==> src/rtl/int_priority_ctrl_pkg.sv <==
// Shared types and helpers for the three-source priority interrupt controller.
package int_pkg;

    localparam int NUM_SRC = 3;
    localparam int ADDR_W  = 12;

    typedef enum logic {
        IDLE = 1'b0,
        REQ  = 1'b1
    } state_t;

    // Source number 1..3; 0 means "no source" (also the lowest priority level).
    typedef logic [1:0] src_t;

    // Highest-numbered set bit as a source number, 0 when no bit is set.
    function automatic src_t highest_set(input logic [NUM_SRC-1:0] bits);
        src_t r;
        r = 2'd0;
        for (int i = 0; i < NUM_SRC; i++) begin
            if (bits[i]) r = src_t'(i + 1);
        end
        return r;
    endfunction

    // One-hot mask of a source number; all zeros for source 0.
    function automatic logic [NUM_SRC-1:0] src_onehot(input src_t s);
        logic [NUM_SRC-1:0] r;
        for (int i = 0; i < NUM_SRC; i++) begin
            r[i] = (s == src_t'(i + 1));
        end
        return r;
    endfunction

endpackage

==> src/rtl/int_priority_ctrl_if.sv <==
// CPU-side bundle of the interrupt controller.
// Handshake: while interrupt is high the offer (isr_addr) is stable; the CPU
// takes it by holding ack high for one clock edge, after which interrupt is
// low for at least one cycle. ack while interrupt is low is ignored. eret
// (one edge) ends the highest-priority ISR currently in service.
interface int_priority_ctrl_if;
    import int_pkg::*;

    logic              break1;
    logic              break2;
    logic              break3;
    logic              en_we;
    logic [2:0]        en_wdata;
    logic              ack;
    logic              eret;
    logic              interrupt;
    logic [ADDR_W-1:0] isr_addr;
    logic              IW1;
    logic              IW2;
    logic              IW3;
    logic              ir1_sig;
    logic              ir2_sig;
    logic              ir3_sig;

    modport master (
        output break1, break2, break3, en_we, en_wdata, ack, eret,
        input  interrupt, isr_addr, IW1, IW2, IW3, ir1_sig, ir2_sig, ir3_sig
    );

    modport slave (
        input  break1, break2, break3, en_we, en_wdata, ack, eret,
        output interrupt, isr_addr, IW1, IW2, IW3, ir1_sig, ir2_sig, ir3_sig
    );
endinterface

==> src/rtl/int_priority_ctrl_irq_sync_edge.sv <==
// Two-flop synchronizer for one asynchronous request line followed by a
// third flop; emits a one-cycle pulse for each synchronized rising edge.
module irq_sync_edge (
    input  logic clk,
    input  logic rst,
    input  logic async_i,
    output logic pulse_o
);
    logic meta_q;
    logic sync_q;
    logic prev_q;

    // Synchronizer chain plus edge-history flop, cleared by reset.
    always_ff @(posedge clk) begin
        if (rst) begin
            meta_q <= 1'b0;
            sync_q <= 1'b0;
            prev_q <= 1'b0;
        end else begin
            meta_q <= async_i;
            sync_q <= meta_q;
            prev_q <= sync_q;
        end
    end

    assign pulse_o = sync_q & ~prev_q;
endmodule

==> src/rtl/int_priority_ctrl.sv <==
// Three-source nested priority interrupt controller: pending/in-service
// tracking, enable mask, and a two-state offer FSM (IDLE/REQ).
module int_priority_ctrl
    import int_pkg::*;
#(
    parameter logic [ADDR_W-1:0] ISR1_ADDR = 12'h010,
    parameter logic [ADDR_W-1:0] ISR2_ADDR = 12'h020,
    parameter logic [ADDR_W-1:0] ISR3_ADDR = 12'h030
) (
    input  logic                clk,
    input  logic                RST,
    int_priority_ctrl_if.slave  bus,
    output state_t              dbg_state_o
);
    logic [NUM_SRC-1:0] brk;
    logic [NUM_SRC-1:0] rise;

    state_t             state_q, state_d;
    src_t               src_q, src_d;
    logic [NUM_SRC-1:0] pend_q, pend_d;
    logic [NUM_SRC-1:0] isr_q, isr_d;
    logic [NUM_SRC-1:0] en_q, en_d;

    logic [NUM_SRC-1:0] elig;
    logic [NUM_SRC-1:0] src_oh;
    src_t               hi_srv;
    src_t               best;
    logic               withdraw;

    assign brk = {bus.break3, bus.break2, bus.break1};

    for (genvar g = 0; g < NUM_SRC; g++) begin : g_sync
        irq_sync_edge u_sync (
            .clk     (clk),
            .rst     (RST),
            .async_i (brk[g]),
            .pulse_o (rise[g])
        );
    end

    // State, latched source, pending, in-service and enable registers.
    always_ff @(posedge clk) begin
        if (RST) begin
            state_q <= IDLE;
            src_q   <= 2'd0;
            pend_q  <= '0;
            isr_q   <= '0;
            en_q    <= '1;
        end else begin
            state_q <= state_d;
            src_q   <= src_d;
            pend_q  <= pend_d;
            isr_q   <= isr_d;
            en_q    <= en_d;
        end
    end

    // Arbitration, offer FSM and pending/in-service bookkeeping.
    always_comb begin
        state_d = state_q;
        src_d   = src_q;
        pend_d  = pend_q;
        isr_d   = isr_q;
        en_d    = bus.en_we ? bus.en_wdata : en_q;

        hi_srv = highest_set(isr_q);
        for (int i = 0; i < NUM_SRC; i++) begin
            elig[i] = pend_q[i] & en_q[i] & (src_t'(i + 1) > hi_srv);
        end
        best   = highest_set(elig);
        src_oh = src_onehot(src_q);
        // The offered source lost its enable, either already or by this write.
        withdraw = ((src_oh & en_q) == '0) ||
                   (bus.en_we && ((src_oh & bus.en_wdata) == '0));

        case (state_q)
            IDLE: begin
                if (best != 2'd0) begin
                    state_d = REQ;
                    src_d   = best;
                end
            end
            REQ: begin
                if (bus.ack || withdraw) begin
                    state_d = IDLE;
                    src_d   = 2'd0;
                end
            end
            default: begin
                state_d = IDLE;
                src_d   = 2'd0;
            end
        endcase

        // eret retires the innermost ISR before a same-cycle ack is applied.
        if (bus.eret) begin
            isr_d = isr_d & ~src_onehot(hi_srv);
        end
        if (state_q == REQ && bus.ack) begin
            pend_d = pend_d & ~src_oh;
            isr_d  = isr_d | src_oh;
        end
        // A fresh edge wins over a same-cycle clear so the request is not lost.
        pend_d = pend_d | rise;
    end

    // Offer outputs decoded from the registered state and latched source.
    always_comb begin
        bus.isr_addr = '0;
        if (state_q == REQ) begin
            case (src_q)
                2'd1:    bus.isr_addr = ISR1_ADDR;
                2'd2:    bus.isr_addr = ISR2_ADDR;
                2'd3:    bus.isr_addr = ISR3_ADDR;
                default: bus.isr_addr = '0;
            endcase
        end
    end

    assign bus.interrupt = (state_q == REQ);
    assign bus.IW1       = pend_q[0];
    assign bus.IW2       = pend_q[1];
    assign bus.IW3       = pend_q[2];
    assign bus.ir1_sig   = isr_q[0];
    assign bus.ir2_sig   = isr_q[1];
    assign bus.ir3_sig   = isr_q[2];
    assign dbg_state_o   = state_q;
endmodule

==> src/flat_wrapper.sv <==
// flat-port wrapper written by rule: the top's interface ports become plain ports
module int_priority_ctrl_flat import int_pkg::*;
#(
    parameter logic [ADDR_W-1:0] ISR1_ADDR = 12'h010,
    parameter logic [ADDR_W-1:0] ISR2_ADDR = 12'h020,
    parameter logic [ADDR_W-1:0] ISR3_ADDR = 12'h030
)
  (clk, RST, dbg_state_o, bus_break1, bus_break2, bus_break3, bus_en_we, bus_en_wdata, bus_ack, bus_eret, bus_interrupt, bus_isr_addr, bus_IW1, bus_IW2, bus_IW3, bus_ir1_sig, bus_ir2_sig, bus_ir3_sig);
  int_priority_ctrl_if bus_i ();
  input  logic clk;
  input  logic RST;
  output state_t dbg_state_o;
  input wire logic [$bits(bus_i.break1)-1:0] bus_break1;
  input wire logic [$bits(bus_i.break2)-1:0] bus_break2;
  input wire logic [$bits(bus_i.break3)-1:0] bus_break3;
  input wire logic [$bits(bus_i.en_we)-1:0] bus_en_we;
  input wire logic [$bits(bus_i.en_wdata)-1:0] bus_en_wdata;
  input wire logic [$bits(bus_i.ack)-1:0] bus_ack;
  input wire logic [$bits(bus_i.eret)-1:0] bus_eret;
  output wire logic [$bits(bus_i.interrupt)-1:0] bus_interrupt;
  output wire logic [$bits(bus_i.isr_addr)-1:0] bus_isr_addr;
  output wire logic [$bits(bus_i.IW1)-1:0] bus_IW1;
  output wire logic [$bits(bus_i.IW2)-1:0] bus_IW2;
  output wire logic [$bits(bus_i.IW3)-1:0] bus_IW3;
  output wire logic [$bits(bus_i.ir1_sig)-1:0] bus_ir1_sig;
  output wire logic [$bits(bus_i.ir2_sig)-1:0] bus_ir2_sig;
  output wire logic [$bits(bus_i.ir3_sig)-1:0] bus_ir3_sig;
  assign bus_i.break1 = bus_break1;
  assign bus_i.break2 = bus_break2;
  assign bus_i.break3 = bus_break3;
  assign bus_i.en_we = bus_en_we;
  assign bus_i.en_wdata = bus_en_wdata;
  assign bus_i.ack = bus_ack;
  assign bus_i.eret = bus_eret;
  assign bus_interrupt = bus_i.interrupt;
  assign bus_isr_addr = bus_i.isr_addr;
  assign bus_IW1 = bus_i.IW1;
  assign bus_IW2 = bus_i.IW2;
  assign bus_IW3 = bus_i.IW3;
  assign bus_ir1_sig = bus_i.ir1_sig;
  assign bus_ir2_sig = bus_i.ir2_sig;
  assign bus_ir3_sig = bus_i.ir3_sig;
  int_priority_ctrl #(.ISR1_ADDR(ISR1_ADDR), .ISR2_ADDR(ISR2_ADDR), .ISR3_ADDR(ISR3_ADDR)) u_core (.clk(clk), .RST(RST), .bus(bus_i), .dbg_state_o(dbg_state_o));
endmodule
==> config.mk <==
export PLATFORM = sky130hd
export DESIGN_NAME = int_priority_ctrl_flat
export DESIGN_NICKNAME = d
export VERILOG_FILES = /design/src/rtl/int_priority_ctrl_pkg.sv /design/src/rtl/int_priority_ctrl_if.sv /design/src/rtl/int_priority_ctrl_irq_sync_edge.sv /design/src/rtl/int_priority_ctrl.sv /design/src/flat_wrapper.sv
export SDC_FILE = /design/constraint.sdc
export NUM_CORES = 1
export LEC_CHECK = 0
export BUFFER_PORTS_ARGS = -buffer_cell sky130_fd_sc_hd__buf_2
export CAP_MARGIN = 20
export CORE_AREA = 2 2 59 61
export CTS_BUF_LIST = sky130_fd_sc_hd__clkbuf_4 sky130_fd_sc_hd__clkbuf_8 sky130_fd_sc_hd__clkbuf_16
export DETAILED_ROUTE_END_ITERATION = 7
export DIE_AREA = 0 0 61 63
export PLACE_DENSITY = 0.56
export SLEW_MARGIN = 20
export SYNTH_ARGS = -nofsm -noshare
export SYNTH_HDL_FRONTEND = slang
export SYNTH_HIERARCHICAL = 1
export SYNTH_SLANG_ARGS = --single-unit
==> constraint.sdc <==
create_clock -name clk -period 1.5 [get_ports clk]
set_input_delay 0 -clock clk [delete_from_list [all_inputs] [get_ports clk]]
set_output_delay 0 -clock clk [all_outputs]
set_load 0.02 [all_outputs]
==> qor.csv, run 1 <==
metric;value;unit
status;completed;
period_minus_slack;1330;ps
drv_cap;0;
final_util;34.6;%
start_util;28.3;%
setup_viol;0;
fin_nets;136;
area_growth_syn_to_layout;22.6;%
p_seq_share;58.1;%
rsz0062_at_grt;no;
hold_end;u_core/en_q[2];
max-clock-path-buffers;2;
comb_power_share;15.8;%
dr.pass1.iters;4;
yosys_most_used_dff;dfxtp_1;
crit_chain;nor2b_1 > a211o_1 > dlygate4sd3_1;
critPathCaptureType;flop;
reg2reg_setup_slack;170;ps
design_power_total;1.07;mW
synth.cell_area;913;µm²
slew_violations;0;
crit_type;reg -> reg;
period_share;88.9;%
synth-seq-cells;21;
irDropWorstVdd;0.000484;V
grt-ovfl-total;0;
arrival;1530;ps
coreArea;0.00323;mm²
hold_violations;0;
synthTopCellsByCount;21 x dfxtp_1, 12 x nor2b_1, 11 x buf_4;
dp_hpwl;1420;µm
finalSetupTns;0;ps
cts_htree_levels;1;
r2r-start;u_core/en_q[0];
antenna_found_initial;0;
synth_edf_count;0;
port-buffer-count;20;
grt_pass1_wl;3090;µm
seq_area_frac_synth;46.0;%
finClkSkew;7.45;ps
die-area;0.00384;mm²
synth_top_cell_by_area;dfxtp_1;
tritoncts;yes;
yosysTopAreaCellShare;46.0;%
die_h;63;µm
routed_wl;1850;µm
crit_required;1700;ps
hold_path.class;in -> reg;
p_leak;0.491;nW
ys_warn_count;6;
power_density;954;mW/mm²
power.internal;0.782;mW
synthDistinctLibCells;29;
clk_pin_slew_worst_paths;110;ps
first_global_vias;739;
hp-start;bus_en_we;
yosys-top-cells-area;dfxtp_1 46%, buf_4 9.0%, nor2b_1 8.2%, a21oi_1 4.9%, nand2_1 2.9%;
initialDrtViolationCount;21;
syn_area_per_cell;9.51;µm²
worst_setup_path_start_kind;flop;
reg2reg_depth;3;
clock_tree.root_cell;clkbuf_4;
die_x;61;µm
grt_use_total;10.5;%
fmax;0.750;GHz
p_clk_share;26.1;%
crit_path_top_delay_cell;dlygate4sd3_1;
ios;31;
slowest_delay;540;ps
p_sw_share;26.8;%
routedWlPerCell;10.9;µm
num_rows;21;
holdPathStages;2;
worst_skew_pair.late_latency;290;ps
synth_cells;96;
p_switching;0.286;mW
grt_max_degree;25;
synth_most_common_cell;dfxtp_1;
detail-route-antenna-nets;0;
crit_fanout;3;
drive_above_1_share;25.8;%
diodes;0;
r2r_end;u_core/en_q[0];
vias;748;
route.detailed.drc;0;
cts_buffers;3;
gp_congestion;0.785;
async_flop_share;0;%
viasPerCell;4.40;
clock_sinks;21;
-- through the flow --
step,area [µm²],setup WS (ps),cells,hold slack [ps]
finish,1120,167,170,6.45
global route,1120,60.8,170,13.1
floorplan,947,133,105,71.6
CTS,1120,125,170,1.91
global placement,1010,196,158,210
detailed placement,1010,157,158,215
-- final cells by class --
| class | instances | area [µm²] |
|---|---|---|
| Fill cell | 348 | 2110 |
| Sequential cell | 21 | 423 |
| Multi-Input combinational cell | 68 | 418 |
| Timing Repair Buffer | 28 | 180 |
| Tap cell | 46 | 57.6 |
| Clock buffer | 4 | 30.0 |
| Inverter | 3 | 11.3 |
-- how the worst max path moves through the flow --
stage / from / to / slack [ps] / depth (start not counted)
finish: u_core/en_q[0] / u_core/en_q[0] / 170 / 3
global route: u_core/isr_q[2] / u_core/src_q[0] / 60 / 4
detailed placement: u_core/isr_q[2] / u_core/src_q[0] / 160 / 4
floorplan: u_core/isr_q[2] / u_core/src_q[1] / 130 / 4
CTS: u_core/isr_q[2] / u_core/src_q[0] / 130 / 4
global placement: u_core/isr_q[2] / u_core/src_q[0] / 200 / 4
-- registers in the layout (all words and copies together), names as in the netlist --
register and cells:
u_core/g_sync.u_sync/meta_q 3, u_core/g_sync.u_sync/prev_q 3, u_core/isr_q 3, u_core/en_q 3
u_core/src_q 2, u_core/g_sync.u_sync/sync_q 3, u_core/bus.interrupt 1, u_core/pend_q 3
-- power groups by stage --
stage / clock network [mW] / logic, mW / registers (mW)
floorplan: 0 / 0.130 / 0.630
global placement: 0 / 0.150 / 0.630
detailed placement: 0 / 0.153 / 0.634
CTS: 0.292 / 0.170 / 0.621
global route: 0.321 / 0.188 / 0.628
finish: 0.279 / 0.169 / 0.621
-- layer usage --
| layer | up-vias | global-route usage (%) | part of all wire, % |
|---|---|---|---|
| li1 | 370 | - | - |
| met1 | 350 | 13.2 | 44 |
| met2 | 26 | 17.1 | 49 |
| met3 | 2 | 2.48 | 6.4 |
| met4 | 0 | 3.80 | 0.76 |
| met5 | - | 0 | 0 |
-- cells by family after synthesis --
family	after synthesis	synth area share (%)
buffers and inverters	16	11.9
other	1	0.411
flip-flops	21	46.0
AO/OA/AOI/OAI	21	16.4
AND/OR/NAND/NOR	35	23.0
multiplexers	2	2.19
-- repair_timing --
item                       CTS  global route
setup buffers                0             0
gates resized for setup      0             2
hold buffers                 8             0
hold endpoints to repair     7             0
setup endpoints to repair    0             1
-- worst max-delay path: cells and delay by family, from the launching register on --
kind	cells	cell delay, ps
flip-flops	1	350
AO/OA/AOI/OAI	1	210
buffers and inverters	1	540
AND/OR/NAND/NOR	1	130
-- cell usage in the layout, fill, tap and decap left out, types with 3 or more instances in the layout --
cell / netlist / final
buf_2: 0 / 20
dfxtp_1: 21 / 19
nor2b_1: 12 / 12
conb_1: 1 / 10
a21oi_1: 9 / 9
dlygate4sd3_1: 0 / 8
nand2_1: 7 / 7
clkbuf_4: 0 / 4
nor2_1: 4 / 4
a211o_1: 3 / 3
nor2b_2: 3 / 3
Power figures use the tool's default switching activity.
==> inputs of run 2 (changes only) <==
--- a/config.mk
+++ b/config.mk
@@ -5,13 +5,14 @@
 export SDC_FILE = /design/constraint.sdc
 export NUM_CORES = 1
 export LEC_CHECK = 0
-export BUFFER_PORTS_ARGS = -buffer_cell sky130_fd_sc_hd__buf_2
+export ABC_AREA = 1
 export CAP_MARGIN = 20
 export CORE_AREA = 2 2 59 61
 export CTS_BUF_LIST = sky130_fd_sc_hd__clkbuf_4 sky130_fd_sc_hd__clkbuf_8 sky130_fd_sc_hd__clkbuf_16
 export DETAILED_ROUTE_END_ITERATION = 7
 export DIE_AREA = 0 0 61 63
-export PLACE_DENSITY = 0.56
+export DONT_BUFFER_PORTS = 1
+export PLACE_DENSITY = 0.49
 export SLEW_MARGIN = 20
 export SYNTH_ARGS = -nofsm -noshare
 export SYNTH_HDL_FRONTEND = slang
==> qor.csv, run 2 <==
metric;value;unit
status;completed;
drv_cap;0;
crit_required;1760;ps
synthDistinctLibCells;18;
fin_nets;156;
route.detailed.drc;0;
hp-start;bus_ack;
num_rows;21;
tritoncts;yes;
worst_setup_path_start_kind;flop;
ios;31;
max-clock-path-buffers;2;
initialDrtViolationCount;45;
setup_slack;99.1;ps
dr.pass1.iters;4;
synth-seq-cells;21;
finalSetupTns;0;ps
clock_tree.root_cell;clkbuf_4;
slew_violations;0;
detail-route-antenna-nets;0;
grt-ovfl-total;0;
setup_viol;0;
clk_pin_slew_worst_paths;120;ps
final_cells;190;
start_util;29.1;%
irDropWorstVdd;0.000572;V
power_density;922;mW/mm²
antenna_found_initial;0;
dp_hpwl;1290;µm
synth-simple-area-share;27.2;%
relSlewSlack;55.7;%
gp_congestion;0.764;
cts_htree_levels;1;
yosysTopAreaCellShare;44.7;%
yosys-top-cells-area;dfxtp_1 45%, buf_4 8.8%, inv_1 8.0%, nand3_1 8.0%, nand2_1 7.2%;
synth_mux_area_share;0;%
routedWlPerCell;9.31;µm
diodes;0;
place_ws;317;ps
drive_above_1_share;14.6;%
design_power_total;1.04;mW
viasPerCell;4.03;
die_h;63;µm
die-area;0.00384;mm²
synth_compound_area_share;7.06;%
port-buffer-count;0;
vias;766;
worst_skew_pair.late_latency;300;ps
coreArea;0.00323;mm²
arrival;1660;ps
hold_violations;0;
critPathCaptureType;flop;
rsz0062_at_grt;no;
syn_area_per_cell;7.40;µm²
synthXorXnorAreaFrac;0;%
synthAdderAreaFrac;0;%
first_global_vias;662;
die_x;61;µm
synth_edf_count;0;
synthTopCellsByCount;21 x dfxtp_1, 20 x inv_1, 18 x nand2_1, 18 x nor2_1, 15 x nand3_1;
area_growth_syn_to_layout;19.6;%
grt_max_degree;20;
hold_path.class;in -> reg;
clock_sinks;21;
crit_start;u_core/bus.interrupt;
cts_buffers;3;
r2r-start;u_core/bus.interrupt;
fmax;0.714;GHz
placedCellCount;174;
seq_area_frac_synth;44.7;%
mostFrequentLayoutCell;inv_1;
period_minus_slack;1400;ps
p_leak;0.546;nW
finClkSkew;7.01;ps
async_flop_share;0;%
synth_top_cell_by_area;dfxtp_1;
crit_fanout;4;
routed_wl;1770;µm
synth_cells;127;
post_cts_buffers;0;
yosys_most_used_dff;dfxtp_1;
crit_type;reg -> reg;
grt_pass1_wl;2760;µm
synth_most_common_cell;dfxtp_1;
ys_warn_count;6;
final_cell_mix;19 x inv_1, 18 x nand2_1, 18 x nor2_1, 18 x dfxtp_1, 15 x nand3_1;
grt_use_total;9.61;%
period_share;93.4;%
synth_top_family_by_area;simple AND/OR/NAND/NOR gates;
worst_slew_pin_slew;665;ps
synth.cell_area;940;µm²
run 2: final timing paths:
kind	depth (start not counted)	slack, ps	end
setup / recovery	5	100	u_core/isr_q[0]
setup reg to reg	5	100	u_core/isr_q[0]
hold / removal	4	20	u_core/isr_q[2]
hold reg to reg	2	410	u_core/g_sync[2].u_sync/sync_q
run 2: area by class of cell:
cell class	count	area [µm²]
clock buffer	3	22.5
timing repair buffer	18	168
sequential	21	424
inverter	22	85.1
clock inverter	1	7.51
tap	46	57.6
fill	360	2110
multi-input combinational	79	359
run 2: worst max-delay path: stages, from the launching register on:
cell	delay, ps
dfxtp_2	370
nand2_1	50
inv_1	90
nand3_1	110
a21oi_1	160
dlygate4sd3_1	570
run 2: where the power goes:
part           internal [mW]  switching, mW
Sequential             0.586         0.0271
Clock                  0.102          0.173
Combinational         0.0558         0.0924
Total                  0.743          0.292
run 2: logic make-up (layout without fill, tap and decap cells):
group | Yosys count | in the layout
simple gates | 57 | 57
buf+inv | 36 | 44
flops | 21 | 21
compound gates | 12 | 12
other cells | 1 | 10
run 2: metrics by stage:
stage	utilization, %	area [µm²]	hold WS, ps
after global routing	34.8	1120	18.0
after CTS	34.6	1120	0.678
after detailed placement	29.9	967	73.6
after floorplan	-	973	71.2
final	34.8	1120	20.9
after global placement	29.9	967	71.4
run 2: repair_timing:
item                       CTS  global route
setup endpoints to repair    0             2
gates resized for setup      0             6
hold buffers                12             0
hold endpoints to repair    21             0
run 2: routing by layer:
metal | track usage, % | share of wire, % | up-vias
met5 | 0 | 0 | -
met3 | 5.38 | 8.1 | 2
met2 | 14.7 | 46 | 28
met1 | 11.9 | 45 | 330
li1 | - | - | 406
met4 | 1.63 | 0.79 | 0
